File: config.mk
export PLATFORM = sky130hd
export DESIGN_NAME = instr_fetch_mem_flat
export DESIGN_NICKNAME = d
export VERILOG_FILES = /design/src/rtl/instr_fetch_mem_pkg.sv /design/src/rtl/instr_fetch_mem_if.sv /design/src/rtl/instr_fetch_mem_array.sv /design/src/rtl/instr_fetch_mem.sv /design/src/flat_wrapper.sv
export SDC_FILE = /design/constraint.sdc
export NUM_CORES = 2
export LEC_CHECK = 0
export BUFFER_PORTS_ARGS = -buffer_cell sky130_fd_sc_hd__buf_2
export CAP_MARGIN = 20
export CORE_MARGIN = 2
export CORE_UTILIZATION = 25
export DETAILED_ROUTE_END_ITERATION = 6
export GPL_TIMING_DRIVEN = 0
export HOLD_SLACK_MARGIN = 0.05
export PLACE_DENSITY = 0.4
export SLEW_MARGIN = 30
export SYNTH_ARGS = -nofsm -noshare
export SYNTH_HDL_FRONTEND = slang
export SYNTH_SLANG_ARGS = --single-unit
export TNS_END_PERCENT = 50
File: constraint.sdc
create_clock -name CLK -period 5.5 [get_ports CLK]
set_input_delay 0.275 -clock CLK [delete_from_list [all_inputs] [get_ports CLK]]
set_output_delay 0.275 -clock CLK [all_outputs]
set_load 0.02 [all_outputs]
File: src/rtl/instr_fetch_mem_pkg.sv
// Shared definitions for the instruction-fetch memory: fault codes, NOP fill
// value, the fetch pipeline stage record and the fault classifier.
package imem_pkg;

    // Widest instruction word a pipeline stage can carry.
    localparam int unsigned IMEM_DATA_W = 32;

    // Power-up fill value for every word of the array.
    localparam logic [31:0] NOP_INSN = 32'hD503201F;

    typedef enum logic [1:0] {
        FAULT_OK       = 2'b00,
        FAULT_MISALIGN = 2'b01,
        FAULT_RANGE    = 2'b10
    } fault_e;

    typedef struct packed {
        logic                   valid;
        fault_e                 fault;
        logic [IMEM_DATA_W-1:0] data;
    } fetch_stage_t;

    // Misalignment is reported in preference to an out-of-range word index.
    function automatic fault_e classify_fault(input logic misaligned, input logic out_of_range);
        if (misaligned) begin
            return FAULT_MISALIGN;
        end
        if (out_of_range) begin
            return FAULT_RANGE;
        end
        return FAULT_OK;
    endfunction

endpackage

File: src/rtl/instr_fetch_mem_if.sv
// Fetch request / response handshake bundle.
interface instr_fetch_mem_if #(
    parameter int DATA_W = 32,
    parameter int ADDR_W = 64
) ();
    logic              req_valid;
    logic              req_ready;
    logic [ADDR_W-1:0] req_addr;
    logic              rsp_valid;
    logic              rsp_ready;
    logic [DATA_W-1:0] rsp_data;
    logic [1:0]        rsp_fault;

    // Requester side: issues fetches, consumes responses.
    modport master (
        output req_valid, req_addr, rsp_ready,
        input  req_ready, rsp_valid, rsp_data, rsp_fault
    );

    // Memory side: accepts fetches, produces responses.
    modport slave (
        input  req_valid, req_addr, rsp_ready,
        output req_ready, rsp_valid, rsp_data, rsp_fault
    );
endinterface

File: src/rtl/instr_fetch_mem_array.sv
// Instruction storage: one synchronous write port, one asynchronous read port.
// The read is combinational, so a same-cycle write is seen only from the
// next cycle on (read-before-write).
module imem_array
    import imem_pkg::*;
#(
    parameter  int DATA_W = 32,
    parameter  int DEPTH  = 64,
    localparam int IDX_W  = $clog2(DEPTH)
) (
    input  logic              clk,
    input  logic              wr_en,
    input  logic [IDX_W-1:0]  wr_idx,
    input  logic [DATA_W-1:0] wr_data,
    input  logic [IDX_W-1:0]  rd_idx,
    output logic [DATA_W-1:0] rd_data
);
    // Array starts out filled with NOPs; only load writes change it.
    logic [DATA_W-1:0] mem_q [DEPTH] = '{default: DATA_W'(NOP_INSN)};

    assign rd_data = mem_q[rd_idx];

    // Program-load write, unaffected by reset or handshake state.
    always_ff @(posedge clk) begin
        if (wr_en) begin
            mem_q[wr_idx] <= wr_data;
        end
    end
endmodule

File: src/rtl/instr_fetch_mem.sv
// Instruction fetch memory: valid/ready fetch port with a fixed-latency
// read pipeline, fault decode and a saturating fault counter.
module instr_fetch_mem
    import imem_pkg::*;
#(
    parameter int DATA_W = 32,
    parameter int ADDR_W = 64,
    parameter int DEPTH  = 64,
    parameter int RD_LAT = 2
) (
    input  logic                     CLK,
    input  logic                     Reset,
    instr_fetch_mem_if.slave         bus,
    input  logic                     ld_en,
    input  logic [$clog2(DEPTH)-1:0] ld_addr,
    input  logic [DATA_W-1:0]        ld_data,
    output logic [15:0]              fault_cnt
);
    localparam int IDX_W = $clog2(DEPTH);

    if (RD_LAT < 1 || RD_LAT > 4) begin : g_bad_lat
        $error("instr_fetch_mem: RD_LAT must be in 1..4");
    end
    if (DEPTH < 2 || (DEPTH & (DEPTH - 1)) != 0) begin : g_bad_depth
        $error("instr_fetch_mem: DEPTH must be a power of two >= 2");
    end
    if (DATA_W > IMEM_DATA_W || ADDR_W < IDX_W + 3) begin : g_bad_width
        $error("instr_fetch_mem: unsupported DATA_W/ADDR_W");
    end

    fetch_stage_t      pipe_q [RD_LAT];
    fetch_stage_t      pipe_d [RD_LAT];
    fetch_stage_t      stage_in;
    fetch_stage_t      head;
    logic [IDX_W-1:0]  rd_idx;
    logic [DATA_W-1:0] rd_data;
    fault_e            req_fault;
    logic              rsp_valid_w;
    logic              advance;
    logic              accept;
    logic [15:0]       fault_cnt_q;
    logic [15:0]       fault_cnt_d;

    imem_array #(
        .DATA_W (DATA_W),
        .DEPTH  (DEPTH)
    ) u_array (
        .clk     (CLK),
        .wr_en   (ld_en),
        .wr_idx  (ld_addr),
        .wr_data (ld_data),
        .rd_idx  (rd_idx),
        .rd_data (rd_data)
    );

    assign rd_idx    = bus.req_addr[IDX_W+1:2];
    assign req_fault = classify_fault(|bus.req_addr[1:0], |bus.req_addr[ADDR_W-1:IDX_W+2]);

    // The whole pipeline moves together; it only freezes while the head
    // response is being refused. Reset hides the head immediately.
    assign head          = pipe_q[RD_LAT-1];
    assign rsp_valid_w   = head.valid && !Reset;
    assign advance       = !rsp_valid_w || bus.rsp_ready;
    assign bus.req_ready = Reset || advance;
    assign accept        = bus.req_valid && advance && !Reset;

    assign bus.rsp_valid = rsp_valid_w;
    assign bus.rsp_data  = rsp_valid_w ? head.data[DATA_W-1:0] : '0;
    assign bus.rsp_fault = rsp_valid_w ? head.fault : FAULT_OK;
    assign fault_cnt     = fault_cnt_q;

    // Next-state of the read pipeline: load the accepted request, shift on advance.
    always_comb begin
        stage_in       = '0;
        stage_in.valid = accept;
        stage_in.fault = req_fault;
        if (req_fault == FAULT_OK) begin
            stage_in.data[DATA_W-1:0] = rd_data;
        end
        for (int i = 0; i < RD_LAT; i++) begin
            pipe_d[i] = pipe_q[i];
        end
        if (advance) begin
            pipe_d[0] = stage_in;
            for (int i = 1; i < RD_LAT; i++) begin
                pipe_d[i] = pipe_q[i-1];
            end
        end
    end

    // Count delivered faulted responses, saturating at all-ones.
    always_comb begin
        fault_cnt_d = fault_cnt_q;
        if (rsp_valid_w && bus.rsp_ready && head.fault != FAULT_OK && fault_cnt_q != 16'hFFFF) begin
            fault_cnt_d = fault_cnt_q + 16'd1;
        end
    end

    // Pipeline and counter state; reset clears only valid bits and the counter.
    always_ff @(posedge CLK) begin
        if (Reset) begin
            for (int i = 0; i < RD_LAT; i++) begin
                pipe_q[i].valid <= 1'b0;
            end
            fault_cnt_q <= '0;
        end else begin
            for (int i = 0; i < RD_LAT; i++) begin
                pipe_q[i] <= pipe_d[i];
            end
            fault_cnt_q <= fault_cnt_d;
        end
    end
endmodule

File: src/flat_wrapper.sv
// flat-port wrapper written by rule: the top's interface ports become plain ports
module instr_fetch_mem_flat import imem_pkg::*;
#(
    parameter int DATA_W = 32,
    parameter int ADDR_W = 64,
    parameter int DEPTH  = 64,
    parameter int RD_LAT = 2
)
  (CLK, Reset, ld_en, ld_addr, ld_data, fault_cnt, bus_req_valid, bus_req_addr, bus_rsp_ready, bus_req_ready, bus_rsp_valid, bus_rsp_data, bus_rsp_fault);
  instr_fetch_mem_if #(.DATA_W(DATA_W), .ADDR_W(ADDR_W)) bus_i ();
  input  logic CLK;
  input  logic Reset;
  input  logic ld_en;
  input  logic [$clog2(DEPTH)-1:0] ld_addr;
  input  logic [DATA_W-1:0] ld_data;
  output logic [15:0] fault_cnt;
  input wire logic [$bits(bus_i.req_valid)-1:0] bus_req_valid;
  input wire logic [$bits(bus_i.req_addr)-1:0] bus_req_addr;
  input wire logic [$bits(bus_i.rsp_ready)-1:0] bus_rsp_ready;
  output wire logic [$bits(bus_i.req_ready)-1:0] bus_req_ready;
  output wire logic [$bits(bus_i.rsp_valid)-1:0] bus_rsp_valid;
  output wire logic [$bits(bus_i.rsp_data)-1:0] bus_rsp_data;
  output wire logic [$bits(bus_i.rsp_fault)-1:0] bus_rsp_fault;
  assign bus_i.req_valid = bus_req_valid;
  assign bus_i.req_addr = bus_req_addr;
  assign bus_i.rsp_ready = bus_rsp_ready;
  assign bus_req_ready = bus_i.req_ready;
  assign bus_rsp_valid = bus_i.rsp_valid;
  assign bus_rsp_data = bus_i.rsp_data;
  assign bus_rsp_fault = bus_i.rsp_fault;
  instr_fetch_mem #(.DATA_W(DATA_W), .ADDR_W(ADDR_W), .DEPTH(DEPTH), .RD_LAT(RD_LAT)) u_core (.CLK(CLK), .Reset(Reset), .bus(bus_i), .ld_en(ld_en), .ld_addr(ld_addr), .ld_data(ld_data), .fault_cnt(fault_cnt));
endmodule
Word-level counts from Yosys, hierarchy flattened
Memory sizes are Yosys's and may differ from the RTL's.
Cells that the tools add are included.
Storage, ports and cells
  bits in registers: 16
  bits in latches: 0
  memory bits (writable): 2118
  memory bits (read-only): 0
  logic and storage cells: 39
  memories: 2
Cells by class
  add/subtract/negate cells: 1
  multipliers: 0
  div/mod/pow operators: 0
  $lt $le $gt $ge: 0
  equality and inequality tests: 1
  shift operators: 0
  mux-type cells: 18
  bitwise gates (word level): 2
  reduce and logical (&&, ||, !) cells: 14
Memories
  u_core.u_array.mem_q: depth 64, bits a word 32, read ports 1, clocked after Yosys merged registers in 0, wr ports 1, RTL line instr_fetch_mem_array.sv:19  | logic [DATA_W-1:0] mem_q [DEPTH] = '{default: DATA_W'(NOP_INSN)};
  u_core.pipe_q: depth 2, bits a word 35, read ports 2, clocked after Yosys merged registers in 0, wr ports 2, RTL line instr_fetch_mem.sv:31  | fetch_stage_t pipe_q [RD_LAT];
Operators by type and width (number)
  two-way mux 70 bit: 1
  two-way mux 32 bit: 2
  OR reduction 56 bit: 1
  adder 16 x 1 -> 16 bit (second input constant): 1
  inequality test 16 bit (second input constant): 1
  two-way mux 1 bit: 10
  two-way mux 2 bit: 5
  logical AND 1 bit: 6
  zero test 1 bit: 2
  zero test 2 bit: 1
  logical OR 1 bit: 2
  bitwise OR 1 bit: 2
  nonzero test 2 bit: 1
  OR reduction 2 bit: 1

Depth between registers and ports, before layout
  depth in word-level cells: 9
  gate-level depth with buffers: 11
  depth with buffers taken out: 6

By module
Synthesis repeated with hierarchy kept, for this count alone.
Second synthesis, totals
  cells, all modules: 3641
  area, all modules: 81804.7 µm²
By module, submodules not included
  imem_array: times used 1, cells an instance 3292, area each 77874.7 µm², sequential area each 61499.0 µm²
  instr_fetch_mem: times used 1, cells an instance 349, area each 3930.0 µm², sequential area each 2402.3 µm²

Worst setup path after synthesis
No wires, ideal clock.
  path kind: register to register
  from: memory u_core.pipe_q[0][69] (netlist name)
  to: memory u_core.pipe_q[0][0] (netlist name) (enable)
  data arrival time: 3979 ps
  setup slack: 1018 ps
  cell stages (with the launch flop): 5
  path buffers: 1
  clock period less this slack: 4482 ps
  cells stage by stage: edfxtp_1 -> nor2b_1 -> clkbuf_1 -> nand2b_1 -> nor2b_1
RTL lines (RTL line)
  from (decl): instr_fetch_mem.sv:31

==> impl_metrics.csv <==
group,metric,value,unit
routing,wl_met1,148000,um
sta,worst_slack,1.48,ns
setup_path,crit_path_end_kind,"register",
power,powerDensity,344,nW/um^2
setup_path,crit_path_frequent_cell,"buf_2",
hold_path,min_to,"u_core.u_array.mem_q[53][31]",
final_layout,final_nets,4513,
sta,relSlewSlack,24.1,%
die,die_w,578,um
placement,gp_congestion,0.813,
clock_network,cts_resized,0,
global_routing,track_usage,20.2,%
yosys,synthFlopType,"edfxtp_1",
yosys,yosys_warnings,0,
setup_path,required,6.05,ns
routing,first_iter_violations,6720,
clock_network,cts_buffers,237,
hold_path,hold_depth,3,
routing,totalWireLength,343000,um
outcome,run_status,"finished clean",
sta,tns,0,ns
setup_path,path_cells,"buf_2, buf_2, buf_2, buf_2, buf_2, buf_2, mux4_2, o22ai_1, nor3_2",
die,coreArea,328000,um^2
sta,clock_skew,0.0631,ns
run,max-cap-violations,0,
clock_network,htreeDepth,4,
routing,viasPerCell,5.02,
clock_network,max-clock-path-buffers,4,
yosys,yosys.area.top_type,"edfxtp_1",
die,fp.dieH,578,um
yosys,syn_inst,3698,
setup_path,arrival,4.57,ns
routing,drc_errors,0,
routing,ant_nets,0,
yosys,syn_nets,3806,
setup_path,path_max_fanout,10,
routing,met3_length,24500,um
global_routing,grt_overflow,0,
yosys,syn_area,82500,um^2
final_layout,layout.cells.non_filler,8955,
clock_network,cts_setup_buffers,0,
yosys,yosysUniqueCellTypes,64,
clock_network,cts_num_sinks,2134,
yosys,ys_ff_latch,2134,
yosys,yosysTopAreaCellShare,77.1,%
final_layout,drive_above_1_share,32.7,%
sta,fmax,249,MHz
setup_path,cp_slowest_cell,"nor3_2",
setup_path,path_buf_inv,6,
sta,timing.final.crit_share,73.1,%
hold_path,hold_class,"in -> reg",
yosys,synth-async-reset-ratio,0,%
yosys,ys_top_cells_by_area,"edfxtp_1 (77%), mux4_2 (13%), mux2i_1 (2.0%)",
placement,place_ws,0.650,ns
yosys,seq_area_frac_synth,77.5,%
sta,finalHoldViolations,0,
sta,drv_slew,0,
die,start_util,25.2,%
clock_network,hold_buffers,37,
yosys,synth.avg_cell_area,22.3,um^2
die,die-area,335000,um^2
setup_path,start_kind,"input pin",
setup_path,cpLargestDelayFamily,"buffers and inverters",
routing,vias,44946,
placement,post-place-cells,8472,
power,vdd_ir_drop_max,0.237,mV
sta,rsz0062_at_grt,"false",
placement,placement.io_buffers,151,
global_routing,grt_start_max_net_pins,65,
clock_network,path_clk_slew,0.07,ns
placement,dpl.hpwl,245000,um
sta,tightest_slew,1.14,ns
sta,setup_viol,0,
clock_network,cts_tree,"built",
setup_path,rr_endpoint,"u_core.pipe_q[0][31]",
die,io_pins,159,
setup_path,rr_worst_depth,5,
routing,maxUsedRoutingLayer,"met5",
setup_path,slowest_delay,0.81,ns
final_layout,syn_to_final_growth,25.8,%
clock_network,clk_latency,0.93,ns
global_routing,grt_antenna_before_repair,40,
global_routing,first_global_vias,43713,
setup_path,rrSetupSlack,2.44,ns
die,num_rows,210,
setup_path,crit_type,"in -> reg",
hold_path,hp-start,"ld_en",
global_routing,grt_pass1_wl,443000,um
setup_path,r2r_start,"u_core.u_array.mem_q[20][31]",
routing,wl_met2,159000,um
clock_network,root_buffer,"clkbuf_16",
yosys,synth_edf_count,2118,
power,p_leak,33.0,nW
final_layout,final_cell_mix,"edfxtp_1 (2,118), mux4_2 (490), clkbuf_16 (238)",
sta,period_minus_slack,4.02,ns
final_layout,final_common_cell,"edfxtp_1",
routing,firstDrtPassIters,7,
routing,wl_per_cell,38.3,um
## state kept, by name (all words and copies together) (netlist names)
name	cells
u_core.pipe_q	70
u_core.u_array.mem_q	2048
u_core.fault_cnt	16
## power by group
part	internal, W	switching, W
Clock	0.00869	0.00669
Combinational	0.000757	0.00151
Sequential	0.0180	0.0000271
## Yosys cell counts, types with 10 or more instances
library cell,instances
edfxtp_1,2118
mux4_2,490
mux2i_1,163
nor2_1,119
clkbuf_1,75
buf_2,58
nand2_1,57
nor2b_1,56
a21oi_1,44
and2_1,43
a221oi_1,37
o21ai_0,35
a22oi_1,31
nor3_1,30
nand3_1,26
o22ai_1,23
buf_8,22
buf_6,20
nor4_1,18
a211oi_1,17
dfxtp_1,16
nand2b_1,16
buf_4,14
mux4_1,14
a221o_1,13
buf_1,13
nand4_1,11
xor2_1,10
## stage by stage
stage	power, W	hold slack, ns	util [%]	area, um^2
floorplan	0.0193	0.374	-	82500
global placement	0.0205	0.486	27.0	88700
detailed placement	0.0206	0.504	29.3	96000
CTS	0.0359	0.0890	31.6	104000
global route	0.0366	0.192	31.6	104000
finish	0.0357	0.191	31.6	104000
## worst min-delay path, cell delays in order
cell and delay (ns):
clkbuf_1 0.17, nand3_1 0.30, nor2_4 0.15
## logic make-up (layout without fill, tap and decap cells)
family	Yosys count	in the layout	synth area share (%)
flops	2134	2134	77.5
mux	671	671	15.9
simple gates	407	407	2.50
compound gates	260	260	2.29
buf+inv	213	1114	1.72
xor+xnor	12	12	0.127
fa+ha+maj	1	1	0.0152
other cells	0	10	0
## worst max-delay path by stage
stage | end | startpoint | cells after the start | slack [ns]
5_1_grt | u_core.pipe_q[0][23] | bus_req_addr[3] | 9 | 1.61
6_report | u_core.pipe_q[0][23] | bus_req_addr[3] | 9 | 1.48
4_1_cts | u_core.pipe_q[0][7] | bus_req_addr[3] | 10 | 1.61
3_3_place_gp | u_core.u_array.mem_q[36][12] | ld_addr[3] | 4 | -4.03
2_1_floorplan | u_core.pipe_q[0][0] | u_core.pipe_q[0][69] | 4 | 1.02
3_5_place_dp | u_core.pipe_q[0][7] | bus_req_addr[3] | 10 | 0.65
## area by class of cell
cell class,instances,area (um^2)
fill,31307,224000
sequential,2134,63900
multi-input combinational,1351,17700
clock buffer,290,6150
antenna,10,25.0
clock inverter,143,1170
timing repair buffer,468,7830
tap,4346,5440
buffer,208,1480
inverter,5,18.8
## per-layer routing
layer	GRT usage, %	vias up
met5	0	-
met2	32.2	2203
met1	28.4	25120
met3	3.14	446
met4	5.82	12
li1	-	17165
No activity file was read; power rests on OpenSTA's default activity.
